**config.mk**
```make
export PLATFORM = sky130hd
export DESIGN_NAME = ad_serial_capture
export DESIGN_NICKNAME = d
export VERILOG_FILES = /design/src/rtl/ad_serial_capture.sv
export SDC_FILE = /design/constraint.sdc
export NUM_CORES = 1
export LEC_CHECK = 0
export BUFFER_PORTS_ARGS = -buffer_cell sky130_fd_sc_hd__buf_4
export CELL_PAD_IN_SITES_DETAIL_PLACEMENT = 1
export CELL_PAD_IN_SITES_GLOBAL_PLACEMENT = 2
export CORE_MARGIN = 5
export CORE_UTILIZATION = 48
export DETAILED_ROUTE_END_ITERATION = 10
export PLACE_DENSITY = 0.76
export SYNTH_ARGS = -nofsm -noshare
export SYNTH_HDL_FRONTEND = slang
export SYNTH_SLANG_ARGS = --single-unit
export TNS_END_PERCENT = 30
```
**constraint.sdc**
```tcl
create_clock -name clk -period 4.02 [get_ports clk]
set_clock_uncertainty 0.1 [all_clocks]
set_input_delay 0 -clock clk [delete_from_list [all_inputs] [get_ports clk]]
set_output_delay 0 -clock clk [all_outputs]
set_load 0.01 [all_outputs]
```
**src/rtl/ad_serial_capture.sv**
```systemverilog
`default_nettype none
// +----------------------------------------------------------------------------+
// | ad_serial_capture: serial 12-bit ADC frame driver with show-ahead FIFO      |
// | Rev 1.0                                                                     |
// +----------------------------------------------------------------------------+
module ad_serial_capture #(
  parameter int DATA_W   = 12,
  parameter int SCLK_DIV = 4,
  parameter int FIFO_AW  = 4
) (
  input  logic               clk,
  input  logic               reset_n,
  input  logic               ena,
  input  logic               trigger,
  output logic               adc_cs_n,
  output logic               adc_sclk,
  input  logic               adc_sdata,
  output logic               busy,
  input  logic               rd,
  output logic [DATA_W-1:0]  rd_data,
  output logic               fifo_empty,
  output logic [FIFO_AW:0]   fifo_count,
  output logic               overrun,
  input  logic               clr_overrun
);

  localparam int DEPTH = 1 << FIFO_AW;
  localparam int DIV_W = $clog2(SCLK_DIV);
  localparam logic [DIV_W-1:0] DIV_LAST = DIV_W'(SCLK_DIV - 1);
  localparam logic [FIFO_AW:0] FULL_CNT = (FIFO_AW + 1)'(DEPTH);

  localparam logic [2:0] S_IDLE  = 3'd0;
  localparam logic [2:0] S_START = 3'd1;
  localparam logic [2:0] S_SHIFT = 3'd2;
  localparam logic [2:0] S_PUSH  = 3'd3;
  localparam logic [2:0] S_GAP   = 3'd4;

  logic [2:0]         state_q, state_d;
  logic [DIV_W-1:0]   div_q, div_d;
  logic [4:0]         half_q, half_d;
  logic [DATA_W-1:0]  sr_q, sr_d;
  logic               cs_n_q, cs_n_d;
  logic               sclk_q, sclk_d;
  logic               busy_q, busy_d;
  logic [FIFO_AW-1:0] wr_ptr_q, wr_ptr_d;
  logic [FIFO_AW-1:0] rd_ptr_q, rd_ptr_d;
  logic [FIFO_AW:0]   count_q, count_d;
  logic [DATA_W-1:0]  rd_data_q, rd_data_d;
  logic               empty_q, empty_d;
  logic               overrun_q, overrun_d;
  logic [DATA_W-1:0]  mem_q [DEPTH];

  logic               push, do_pop, do_write, drop;
  logic [FIFO_AW-1:0] rd_next;

  always_ff @(posedge clk or negedge reset_n) begin
    if (!reset_n) begin
      state_q   <= S_IDLE;
      div_q     <= '0;
      half_q    <= '0;
      sr_q      <= '0;
      cs_n_q    <= 1'b1;
      sclk_q    <= 1'b1;
      busy_q    <= 1'b0;
      wr_ptr_q  <= '0;
      rd_ptr_q  <= '0;
      count_q   <= '0;
      rd_data_q <= '0;
      empty_q   <= 1'b1;
      overrun_q <= 1'b0;
    end else begin
      state_q   <= state_d;
      div_q     <= div_d;
      half_q    <= half_d;
      sr_q      <= sr_d;
      cs_n_q    <= cs_n_d;
      sclk_q    <= sclk_d;
      busy_q    <= busy_d;
      wr_ptr_q  <= wr_ptr_d;
      rd_ptr_q  <= rd_ptr_d;
      count_q   <= count_d;
      rd_data_q <= rd_data_d;
      empty_q   <= empty_d;
      overrun_q <= overrun_d;
    end
  end

  always_ff @(posedge clk) begin
    if (do_write) mem_q[wr_ptr_q] <= sr_q;
  end

  // div counts clk cycles within a half-period; half counts SCLK half-periods
  always_comb begin
    state_d = state_q;
    div_d   = div_q;
    half_d  = half_q;
    unique case (state_q)
      S_IDLE: begin
        if (trigger && ena) begin
          state_d = S_START;
          div_d   = '0;
        end
      end
      S_START: begin
        if (div_q == DIV_LAST) begin
          state_d = S_SHIFT;
          div_d   = '0;
          half_d  = '0;
        end else begin
          div_d = div_q + 1'b1;
        end
      end
      S_SHIFT: begin
        if (div_q == DIV_LAST) begin
          div_d = '0;
          if (half_q == 5'd31) state_d = S_PUSH;
          else                 half_d  = half_q + 5'd1;
        end else begin
          div_d = div_q + 1'b1;
        end
      end
      S_PUSH: begin
        state_d = S_GAP;
        div_d   = '0;
      end
      S_GAP: begin
        if (div_q == DIV_LAST) state_d = S_IDLE;
        else                   div_d   = div_q + 1'b1;
      end
      default: state_d = S_IDLE;
    endcase
  end

  // Outputs derive from the next state so they are registered yet cycle-aligned
  always_comb begin
    cs_n_d = !((state_d == S_START) || (state_d == S_SHIFT));
    sclk_d = (state_d == S_SHIFT) ? half_d[0] : 1'b1;
    busy_d = (state_d != S_IDLE);
    sr_d   = (sclk_d && !sclk_q) ? {sr_q[DATA_W-2:0], adc_sdata} : sr_q;
  end

  always_comb begin
    push      = (state_q == S_PUSH);
    do_pop    = rd && !empty_q;
    do_write  = push && ((count_q != FULL_CNT) || do_pop);
    drop      = push && (count_q == FULL_CNT) && !do_pop;
    rd_next   = rd_ptr_q + 1'b1;
    wr_ptr_d  = do_write ? wr_ptr_q + 1'b1 : wr_ptr_q;
    rd_ptr_d  = do_pop ? rd_next : rd_ptr_q;
    count_d   = count_q;
    if (do_write && !do_pop)      count_d = count_q + 1'b1;
    else if (!do_write && do_pop) count_d = count_q - 1'b1;
    // Head comes from the incoming word whenever the FIFO has no other entry
    rd_data_d = rd_data_q;
    if (do_write && ((count_q == '0) || (do_pop && count_q == 1)))
      rd_data_d = sr_q;
    else if (do_pop && count_q > 1)
      rd_data_d = mem_q[rd_next];
    empty_d   = (count_d == '0);
    overrun_d = drop ? 1'b1 : (clr_overrun ? 1'b0 : overrun_q);
  end

  assign adc_cs_n   = cs_n_q;
  assign adc_sclk   = sclk_q;
  assign busy       = busy_q;
  assign rd_data    = rd_data_q;
  assign fifo_empty = empty_q;
  assign fifo_count = count_q;
  assign overrun    = overrun_q;

endmodule
`default_nettype wire

```
# == After elaboration in Yosys (flattened, before gate mapping) ==
# Memories as Yosys holds them, arrays and structs flattened.
# Index checks and enable logic that the tools add are counted.
# totals
regBits,52
latchBits,0
ramBits,192
rom_bits,0
inputBits,7
n_memories,1
# mem_list
memory,words,word_bits,rd,rd_clocked_by_memory_dff,write_ports,line_no,text
mem_q,16,12,1,0,1,51,logic [DATA_W-1:0] mem_q [DEPTH];
# classes
n_addsub,6
multipliers,0
div_mod_pow,0
magnitude_cmp,1
n_eq_ne,16
shift,0
muxes,23
n_bitwise,0
reduce_logical,30
# op_table
op,n
5-bit 2-to-1 mux,5
12-bit 2-to-1 mux,2
3-bit 2-to-1 mux,5
3-bit one-hot mux with 5 select lines,1
1-bit logical AND,11
"5-bit by 1-bit adder with 5-bit output, second input constant",2
"5-bit == test, second input constant",2
5-bit logical NOT,2
"2-bit inequality test, second input constant",5
5-bit one-hot mux with 2 select lines,1
"3-bit by 2-bit == test with 1-bit output, second input constant",3
"4-bit by 1-bit adder with 4-bit output, second input constant",2
2-bit one-hot mux with 4 select lines,1
"3-bit by 1-bit == test with 1-bit output, second input constant",2
2-bit 2-to-1 mux,3
2-bit nonzero test,3
"5-bit by 1-bit == test with 1-bit output, second input constant",1
"5-bit by 1-bit greater-than comparator with 1-bit output, second input constant",1
1-bit logical NOT,5
1-bit 2-to-1 mux,5
"5-bit inequality test, second input constant",1
"5-bit by 1-bit subtractor with 5-bit output, second input constant",1
4-bit AND reduction,1
4-bit nonzero test,1
other kinds (8),10

# == Depth between registers and ports, before layout ==
# depth
word_depth,9
ltp_mapped,9
depth_no_buf,8

# == Worst setup path before layout ==
# OpenSTA, ideal clock, no wires.
# synth_timing
kind,register to register
start,"reg count_q[0], in the netlist fifo_count[0]"
end,"mem mem_q[3][0], enable pin"
arrival_time_ps,2422
required_time_ps,3524
path_slack_ps,1102
stages_incl_launch_ff,7
n_path_buf,0
path_cell_list,dfrtp_1 > inv_1 > ha_1 > and4bb_2 > a21oi_2 > nand2_1 > nor3_1
# synth_between
elab_chain_len,5
# synth_lines
element,line_no,text
"start, declared",47,"logic [FIFO_AW:0] count_q, count_d;"
"start signal, assigned",81,count_q <= count_d;
5-bit inequality test,145,do_write = push && ((count_q != FULL_CNT) || do_pop);
1-bit logical OR,145,
1-bit logical AND,145,
1-bit 2-to-1 mux,89,if (do_write) mem_q[wr_ptr_q] <= sr_q;
1-bit 2-to-1 mux (implied by the code),89,
"end, declared",51,
# Every way passes these cells.

# == Worst setup path after layout ==
# Same ends and word-level chain as after synthesis.

==> metrics.md <==
| Metric | Value |
|---|---|
| CTS tree | done |
| Largest net degree at the start of global routing | 52 |
| Routability-driven placement congestion ratio | 0.816 |
| Dominant synthesized flop cell | edfxtp_1 |
| Hold/Removal Path Class | input pin to flop |
| Detailed Routing Iterations Pass 1 | 4 |
| Mean cell area of the mapped netlist | 18.4 sq um |
| Final nets | 619 |
| Via count of the first global-routing pass | 5757 |
| Ys async rst share | 21.3% |
| Min Tclk post-route | 2.96 ns |
| Post-Route WL | 21800 um |
| Power per cell area | 771 nW/um^2 |
| Clock root cell | clkbuf_16 |
| H-tree Lvls | 1 |
| Slew @ Worst Pin | 1.03 ns |
| Clk buf depth | 3 |
| Vias/cell | 5.82 |
| Initial antenna violation count | 0 |
| Post-synth top area cell | edfxtp_1 |
| CP peak stage delay | 0.82 ns |
| CTS resizes | 0 |
| Crit path DAT | 3.01 ns |
| Tot Pwr | 8.83 mW |
| Vias | 5171 |
| Synth cell types | 55 |
| I/O Buffers | 28 |
| Drt drc | 0 |
| FMAX | 0.338 GHz |
| HPWL Detailed | 13000 um |
| Critical Path RT | 4.06 ns |
| Grt total ovfl | 0 |
| Sink Count | 244 |
| Critical path capture point type | flop |
| Final setup violation count | 0 |
| Syn Inst Count | 542 |
| Setup TNS | 0 ns |
| Post-synthesis sequential area ratio | 71.0% |
| Mapped Area | 9960 sq um |
| Share of cells above drive strength 1 | 25.8% |
| Die X | 154 um |
| WL per Instance | 24.5 um |
| Skew-Pair Late Insertion Delay | 0.52 ns |
| Routed Antenna Nets | 0 |
| Final hold vios | 0 |
| Ant. Diodes | 0 |
| FILL cells | 1837 |
| Worst Path Max Fanout | 12 |
| Die Area | 23700 sq um |
| Maximum VDD drop | 0.485 mV |
| Rel. slew slack | 31.0% |
| Yosys reg bits | 244 |
| Critical path class | flop to flop |
| Maxcap violations | 0 |
| Tot GR Track Use | 18.8% |
| Status | finished clean |
| Slowest-stage cell, CP | nor3_2 |
| Initial DRC count | 312 |
| Post-synth top cells | 192 x edfxtp_1, 49 x dfrtp_1, 46 x mux4_2 |
| Area grow syn2layout | 14.9% |
| Postcts setup bufs | 0 |
| Tcrit/Tclk final | 73.7% |
| Initial Util | 48.9% |
| Pins Over Slew Limit | 0 |
| Yosys top cell area share | 57.9% |
| RSZ-0062 raised after global routing | no |
| CP startpoint kind | flop |
| IO Count | 29 |
| # rows | 52 |
| EDFF count, synth | 192 |
| CORE AREA | 20400 sq um |
| Reg clk slew, reported paths | 0.06 ns |
| Leak Pwr | 4.15 nW |
| Largest cells by area after synthesis | edfxtp_1 58%, dfrtp_1 12%, mux4_2 10%, mux2i_1 2.5%, ha_1 1.5% |
| Most common cell in the synthesized netlist | edfxtp_1 |
| Global-route wire length before repair | 34400 um |
| TritonCTS Buffers | 26 |
| Syn nets | 561 |
| CP cell instances | inv_1 -> ha_1 -> and4bb_2 -> a21oi_2 -> nand2_1 -> nor3_2 |
| Die H | 154 um |
| Ys Warns | 0 |
cell type report:
class / instances / area [sq um] / area share [%]
Sequential cell: 244 / 7070 / 61.8
Multi-Input combinational cell: 265 / 2700 / 23.6
Clock buffer: 33 / 698 / 6.10
Timing Repair Buffer: 57 / 463 / 4.04
Tap cell: 270 / 338 / 2.95
Clock inverter: 14 / 161 / 1.41
Inverter: 6 / 22.5 / 0.197
what timing repair did:
item,4_1_cts,5_1_grt
hold buffers,9,0
endpoints found under the hold margin,62,0
setup endpoints to repair,0,0
final timing paths:
| path | from | endpoint | slack [ns] | depth (start not counted) |
|---|---|---|---|---|
| max in group asynchronous | reset_n | rd_data[5] | 2.29 | 4 |
| min in group asynchronous | reset_n | rd_data[7] | 0.53 | 3 |
| worst min-delay path | adc_sdata | sr_q[0] | 0.17 | 3 |
| worst max register to register | fifo_count[0] | mem_q[3][0] | 1.06 | 6 |
| worst max-delay path | fifo_count[0] | mem_q[3][0] | 1.06 | 6 |
| worst min register to register | rd_ptr_q[3] | rd_ptr_q[3] | 0.40 | 1 |
critical path, delay by kind of cell (launching register included):
family / cells / cell delay [ns]
adders and majority gates: 1 / 0.23
buffers and inverters: 1 / 0.13
DFF: 1 / 0.51
AOI/OAI and AO/OA: 1 / 0.31
and+or+nand+nor: 3 / 1.31
through the flow:
| stage | instance area, sq um | instances | setup slack (ns) | utilization [%] | hold slack, ns |
|---|---|---|---|---|---|
| after floorplan | 9960 | 542 | 1.10 | - | -0.396 |
| after global placement | 10500 | 833 | 1.10 | 51.6 | 0.000703 |
| after detailed placement | 10500 | 833 | 0.980 | 51.6 | 0.0179 |
| after CTS | 11500 | 889 | 0.962 | 56.2 | 0.137 |
| after global routing | 11500 | 889 | 0.742 | 56.2 | 0.165 |
| final | 11500 | 889 | 1.06 | 56.2 | 0.174 |
metal layers:
metal | GRT usage [%] | vias up | part of all wire, %
met1 | 25.1 | 2741 | 43
met2 | 32.4 | 113 | 51
li1 | - | 2283 | -
met3 | 2.92 | 34 | 4.1
met4 | 4.84 | 0 | 2.1
met5 | 0 | - | 0
state kept, by name, indices dropped and copies added, names as in the netlist, 2 cells and up:
signal and cells:
mem_q 192, rd_data 12, sr_q 12, fifo_count 5
half_q 5, rd_ptr_q 4, wr_ptr_q 4, state_q 3
div_q 2
layout by cell type, fill, tap and decap left out, drive strengths merged, types with 2 or more instances in the layout:
cell type    synthesis  layout
clkbuf               7      33
ha                  12      12
a21oi               10      10
dfstp                3       3
edfxtp             192     192
nand2b               3       3
a22oi                4       4
a21o                 2       2
xnor2                8       8
nand2               26      26
mux2i               25      25
bufinv               0       4
clkinv               0      10
nand3                3       3
o21ai               15      15
xor2                 4       4
nor4                 3       3
o22ai               12      12
and3b                3       3
inv                  6       6
a221o               12      12
nand3b               2       2
mux4                48      48
mux2                14      14
a31oi                2       2
nor2b                5       5
dlygate4sd3          0       9
nor2                24      24
buf                 20      48
dfrtp               49      49
nor3                14      14
power breakdown:
part           internal, mW  switching, mW  total (mW)
sequential             3.11          0.435        3.54
clock                  1.48          0.934        2.41
combinational          1.44           1.45        2.88
logic make-up (layout without fill, tap and decap cells):
kind of cell / after synthesis / count (layout) / share of synthesized area, %
fa+ha+maj: 12 / 12 / 1.51
xor+xnor: 12 / 12 / 1.24
flops: 244 / 244 / 71.0
compound gates: 64 / 64 / 4.46
mux: 87 / 87 / 15.0
buf+inv: 33 / 110 / 2.19
simple gates: 90 / 90 / 4.62
Power figures use the tool's default switching activity.
